File: config.mk
export PLATFORM = sky130hd
export DESIGN_NAME = gpio_edge_irq_flat
export DESIGN_NICKNAME = d
export VERILOG_FILES = /design/src/rtl/gpio_edge_irq_if.sv /design/src/rtl/gpio_edge_irq.sv /design/src/flat_wrapper.sv
export SDC_FILE = /design/constraint.sdc
export NUM_CORES = 1
export LEC_CHECK = 0
export BUFFER_PORTS_ARGS = -buffer_cell sky130_fd_sc_hd__buf_2
export CELL_PAD_IN_SITES_DETAIL_PLACEMENT = 1
export CELL_PAD_IN_SITES_GLOBAL_PLACEMENT = 1
export CORE_MARGIN = 1.5
export CORE_UTILIZATION = 43
export DETAILED_ROUTE_END_ITERATION = 8
export PLACE_DENSITY = 0.87
export SYNTH_ARGS = -nofsm -noshare
export SYNTH_HDL_FRONTEND = slang
export SYNTH_SLANG_ARGS = --single-unit
File: constraint.sdc
create_clock -name clk -period 1.2 [get_ports clk]
set_clock_uncertainty 0.2 [all_clocks]
set_input_delay 0 -clock clk [delete_from_list [all_inputs] [get_ports clk]]
set_output_delay 0 -clock clk [all_outputs]
set_load 0.05 [all_outputs]
File: src/rtl/gpio_edge_irq_if.sv
// CPU register bus for gpio_edge_irq: 8-bit address/data, one-cycle read and write strobes.
// Read data is registered in the peripheral and valid one cycle after rd_en.
interface gpio_edge_irq_if;
  logic [7:0] addr;
  logic [7:0] din;
  logic [7:0] dout;
  logic       wr_en;
  logic       rd_en;

  modport master (output addr, output din, output wr_en, output rd_en, input dout);
  modport slave  (input addr, input din, input wr_en, input rd_en, output dout);
endinterface

File: src/rtl/gpio_edge_irq.sv
// GPIO pin conditioning (sync, debounce, edge detect) with latched per-pin flags and a level irq.
// GPIO_IRQ_DEBOUNCE_EN builds the per-pin debounce counters; otherwise deb follows s2 directly.
module gpio_edge_irq #(
  parameter int ADDR_LSB          = 0,
  parameter int OPT_MEM_ADDR_BITS = 1,
  parameter int DEBOUNCE_CYCLES   = 4
) (
  input  logic             clk,
  input  logic             reset_n,
  gpio_edge_irq_if.slave   bus,
  input  logic [7:0]       pins,
  output logic             irq
);

  localparam logic [OPT_MEM_ADDR_BITS:0] A_PIN   = (OPT_MEM_ADDR_BITS+1)'(0);
  localparam logic [OPT_MEM_ADDR_BITS:0] A_IE    = (OPT_MEM_ADDR_BITS+1)'(1);
  localparam logic [OPT_MEM_ADDR_BITS:0] A_EDGE  = (OPT_MEM_ADDR_BITS+1)'(2);
  localparam logic [OPT_MEM_ADDR_BITS:0] A_IFLAG = (OPT_MEM_ADDR_BITS+1)'(3);

  logic [OPT_MEM_ADDR_BITS:0] loc_addr;
  logic [7:0] s1, s2, deb, deb_nxt;
  logic [7:0] ie, edge_sel, iflag, iflag_nxt;
  logic [7:0] set_flag, rd_mux;
  logic       unused_addr;

  assign loc_addr    = bus.addr[ADDR_LSB+OPT_MEM_ADDR_BITS:ADDR_LSB];
  assign unused_addr = ^bus.addr;

`ifdef GPIO_IRQ_DEBOUNCE_EN
  localparam int CW = (DEBOUNCE_CYCLES > 1) ? $clog2(DEBOUNCE_CYCLES) : 1;
  localparam logic [CW-1:0] CNT_MAX = CW'(DEBOUNCE_CYCLES - 1);

  logic [CW-1:0] cnt     [8];
  logic [CW-1:0] cnt_nxt [8];

  // A pin is accepted only after s2 disagrees with deb for DEBOUNCE_CYCLES edges in a row.
  always_comb begin
    deb_nxt = deb;
    cnt_nxt = cnt;
    for (int i = 0; i < 8; i++) begin
      if (s2[i] == deb[i]) begin
        cnt_nxt[i] = '0;
      end else if (cnt[i] == CNT_MAX) begin
        deb_nxt[i] = s2[i];
        cnt_nxt[i] = '0;
      end else begin
        cnt_nxt[i] = cnt[i] + 1'b1;
      end
    end
  end

  always_ff @(posedge clk) begin
    for (int i = 0; i < 8; i++) begin
      if (!reset_n) cnt[i] <= '0;
      else          cnt[i] <= cnt_nxt[i];
    end
  end
`else
  logic unused_cfg;
  assign unused_cfg = (DEBOUNCE_CYCLES > 0);
  assign deb_nxt    = s2;
`endif

  // A flag sets on the edge deb changes, when the new level equals the selected edge polarity.
  assign set_flag = (deb ^ deb_nxt) & ~(deb_nxt ^ edge_sel);

  always_comb begin
    iflag_nxt = iflag | set_flag;
    if (bus.wr_en && loc_addr == A_IFLAG) iflag_nxt = (iflag & ~bus.din) | set_flag;
  end

  always_comb begin
    rd_mux = 8'h00;
    case (loc_addr)
      A_PIN:   rd_mux = deb;
      A_IE:    rd_mux = ie;
      A_EDGE:  rd_mux = edge_sel;
      A_IFLAG: rd_mux = iflag;
      default: rd_mux = 8'h00;
    endcase
  end

  always_ff @(posedge clk) begin
    if (!reset_n) begin
      s1       <= 8'h00;
      s2       <= 8'h00;
      deb      <= 8'h00;
      ie       <= 8'h00;
      edge_sel <= 8'h00;
      iflag    <= 8'h00;
      bus.dout <= 8'h00;
      irq      <= 1'b0;
    end else begin
      s1    <= pins;
      s2    <= s1;
      deb   <= deb_nxt;
      iflag <= iflag_nxt;
      irq   <= |(iflag & ie);
      if (bus.wr_en) begin
        if (loc_addr == A_IE)   ie       <= bus.din;
        if (loc_addr == A_EDGE) edge_sel <= bus.din;
      end else if (bus.rd_en) begin
        bus.dout <= rd_mux;
      end
    end
  end

endmodule
File: src/flat_wrapper.sv
// flat-port wrapper written by rule: the top's interface ports become plain ports
module gpio_edge_irq_flat 
#(
  parameter int ADDR_LSB          = 0,
  parameter int OPT_MEM_ADDR_BITS = 1,
  parameter int DEBOUNCE_CYCLES   = 4
)
  (clk, reset_n, pins, irq, bus_addr, bus_din, bus_wr_en, bus_rd_en, bus_dout);
  gpio_edge_irq_if bus_i ();
  input  logic clk;
  input  logic reset_n;
  input  logic [7:0] pins;
  output logic irq;
  input wire logic [$bits(bus_i.addr)-1:0] bus_addr;
  input wire logic [$bits(bus_i.din)-1:0] bus_din;
  input wire logic [$bits(bus_i.wr_en)-1:0] bus_wr_en;
  input wire logic [$bits(bus_i.rd_en)-1:0] bus_rd_en;
  output wire logic [$bits(bus_i.dout)-1:0] bus_dout;
  assign bus_i.addr = bus_addr;
  assign bus_i.din = bus_din;
  assign bus_i.wr_en = bus_wr_en;
  assign bus_i.rd_en = bus_rd_en;
  assign bus_dout = bus_i.dout;
  gpio_edge_irq #(.ADDR_LSB(ADDR_LSB), .OPT_MEM_ADDR_BITS(OPT_MEM_ADDR_BITS), .DEBOUNCE_CYCLES(DEBOUNCE_CYCLES)) u_core (.clk(clk), .reset_n(reset_n), .bus(bus_i), .pins(pins), .irq(irq));
endmodule
==> results.md <==
- Status: finished with violations
- Failing checks: hold timing
- Clock latency on the worst-skew pair: 0.34 ns
- Critical Path Source Type: flip-flop
- Critical Path RT: approximately 1.2 ns
- Antenna viol nets, final: 0
- Final HPWL DP: 3780 um
- Final core occ: 57.8%
- # Max-Cap Violations: 0
- Port bufs: 30
- Routability Congestion: between 0.8 and 0.9
- Clk root buf: clkbuf_8
- CTS sink cnt: 57
- Area grow syn2layout: 29.3%
- Fmax: 852 MHz
- Top cells by area, synth: dfxtp_1 50%, mux2i_1 7.0%, and2_1 6.5%
- FF-to-FF path depth: 3
- Yosys cell types: 30
- Post-route setup TNS: 0 ns
- Chip width: 76.1 um
- Design area: between 2000 and 3000 um2
- Initial DRC Count: 66
- Final period util: 97.8%
- Core footprint: 5140 um2
- Max Transition Viols Final: 0
- Pwr per Cell Area: 1310 nW/um2
- Most instantiated cells after synthesis: 57 x dfxtp_1, 27 x nor2_1, 24 x and2_1
- Critical Path Fanout Max: 3
- Hold WS: -0.0970 ns
- Cell depth of the worst hold path: 4
- First-pass GRT wire length: 9260 um
- Rel. slew slack: between 70% and 80%
- Crit Path Class: reg -> reg
- Average cell area after synthesis: 10.4 um2
- CP bufs+invs: 0
- Ys async rst share: 0%
- Clock transition at path regs: 0.06 ns
- Initial Util: roughly 45%
- Final setup fails: 0
- DRC: 0
- Max Root-Sink Buffers: 2
- Tot GR Track Use: 21.2%
- Initial antenna violation count: 0
- Slowest stage delay, CP: between 0.3 and 0.4 ns
- Via density: 5.13
- Top-count cell post-synth: dfxtp_1
- Leakage: 1.36 nW
- Vias in the first global route: 1854
- CP Depth: 3
- Hold Crit Class: in -> reg
- VDD IR max: 0.854 mV
- CP arrival: 1.20 ns
- Placement Cell Area: 2570 um2
- CP top delay family: flip-flops
- Placement row count: 26
- CP cell instances: mux2_2, a22oi_2, nand2_1
- CP Capture Type: flip-flop
- FF+latch count, synth: 57
- Cell Area, Synth: between 2000 and 2500 um2
- Clock period minus worst slack: 1.17 ns
- Die ar.: just under 6000 um2
- EDFF count, synth: 0
- Die Y: 76.1 um
- Seq/Total Area, Yosys: 49.7%
- Primary FF master, synth: dfxtp_1
- Nets: 309
- Slew @ Worst Pin: 0.441 ns
- Largest net degree at the start of global routing: 18
- Routed wire per std cell: 16.7 um
- CTS tree: yes
- Ant. Diodes: 0
- I/O pins: 37
- Synth Instances: 220
- Yosys top cell area share: between 40% and 50%
- CTS Buf Count: 9
- Share of cells above drive strength 1: 29.1%
- Mapped Nets: 248
- Gr ovfl total: 0
- H-Tree Depth: 3
- Area leader, netlist: dfxtp_1
- Drt pass-1 iters: 4
- DR vias: 1821
- Routed WL: 5910 um
- Final Hold Vio Count: 17
- Total power: 0.00389 W
- CP max stage cell: dfxtp_1
- Synthesis Warnings: 0
-- path summary, 6_finish.rpt --
path | startpoint | endpoint | slack, ns
worst max-delay path | u_core.deb[2] | u_core.bus.dout[2] | 0.03
worst min-delay path | bus_addr[0] | u_core.iflag[1] | -0.1
worst max register to register | u_core.deb[2] | u_core.bus.dout[2] | 0.03
worst min register to register | u_core.s1[0] | u_core.deb_nxt[0] | 0.23
-- layout make-up --
cell class                      count  area [um2]
Fill cell                         585        2170
Sequential cell                    57        1150
Multi-Input combinational cell    146        1070
Timing Repair Buffer               66         500
Clock buffer                       15         156
Tap cell                           70        87.6
Inverter                            1        3.75
-- cells by family (layout without fill, tap and decap cells) --
kind of cell	count (synthesis)	after routing	synth area share (%)
AO/OA/AOI/OAI	21	21	8.06
AND/OR/NAND/NOR	93	93	22.1
buffers and inverters	17	82	4.57
flip-flops	57	57	49.7
multiplexers	32	32	15.6
-- where the power goes --
part	internal (W)	switching (W)	total [W]	leakage (nW)
Sequential	0.00196	0.0000455	0.00201	0.468
Combinational	0.000203	0.000181	0.000384	0.812
Clock	0.000798	0.000703	0.00150	0.0778
-- worst register-to-register path: stages, from the launching register on --
cell,delay [ns]
dfxtp_1,0.33
mux2_2,0.29
a22oi_2,0.18
nand2_1,0.07
-- state kept, by name (all words and copies together) (netlist names) --
register	flops
u_core.bus.dout	8
u_core.deb	8
u_core.deb_nxt	8
u_core.edge_sel	8
u_core.ie	8
u_core.iflag	8
u_core.irq	1
u_core.s1	8
-- layout by cell type, fill, tap and decap left out, types with 6 or more instances in the layout --
cell type,Yosys,routed
a221oi_1,8,6
a22oi_1,8,6
and2_1,24,24
buf_2,4,29
buf_4,3,13
clkbuf_8,0,10
dfxtp_1,57,51
dfxtp_2,0,6
dlygate4sd3_1,0,21
mux2_2,10,10
mux2i_1,16,16
nand2_1,9,9
nand3_1,7,7
nand4_1,8,8
nor2_1,27,27
-- timing repair --
item,CTS,global route
setup endpoints to repair,2,9
pin swaps,0,4
hold buffers,20,1
setup buffers,0,0
endpoints found under the hold margin,43,6
gates resized for setup,2,9
-- per-stage QoR --
| stage | worst slack (ns) | instances |
|---|---|---|
| after CTS | 0.00798 | 354 |
| after global routing | -0.0391 | 355 |
| final | 0.0262 | 355 |
| after detailed placement | -0.0401 | 319 |
| after global placement | -0.00638 | 319 |
| after floorplan | 0.100 | 220 |
-- metal layers --
layer	share of wire (%)	up-vias	global-route usage (%)
met4	2.4	0	12.2
met5	0	-	0
met3	2.4	11	3.95
met2	49	31	34.2
met1	47	883	26.7
li1	-	896	-
(Power assumes the default switching activity.)
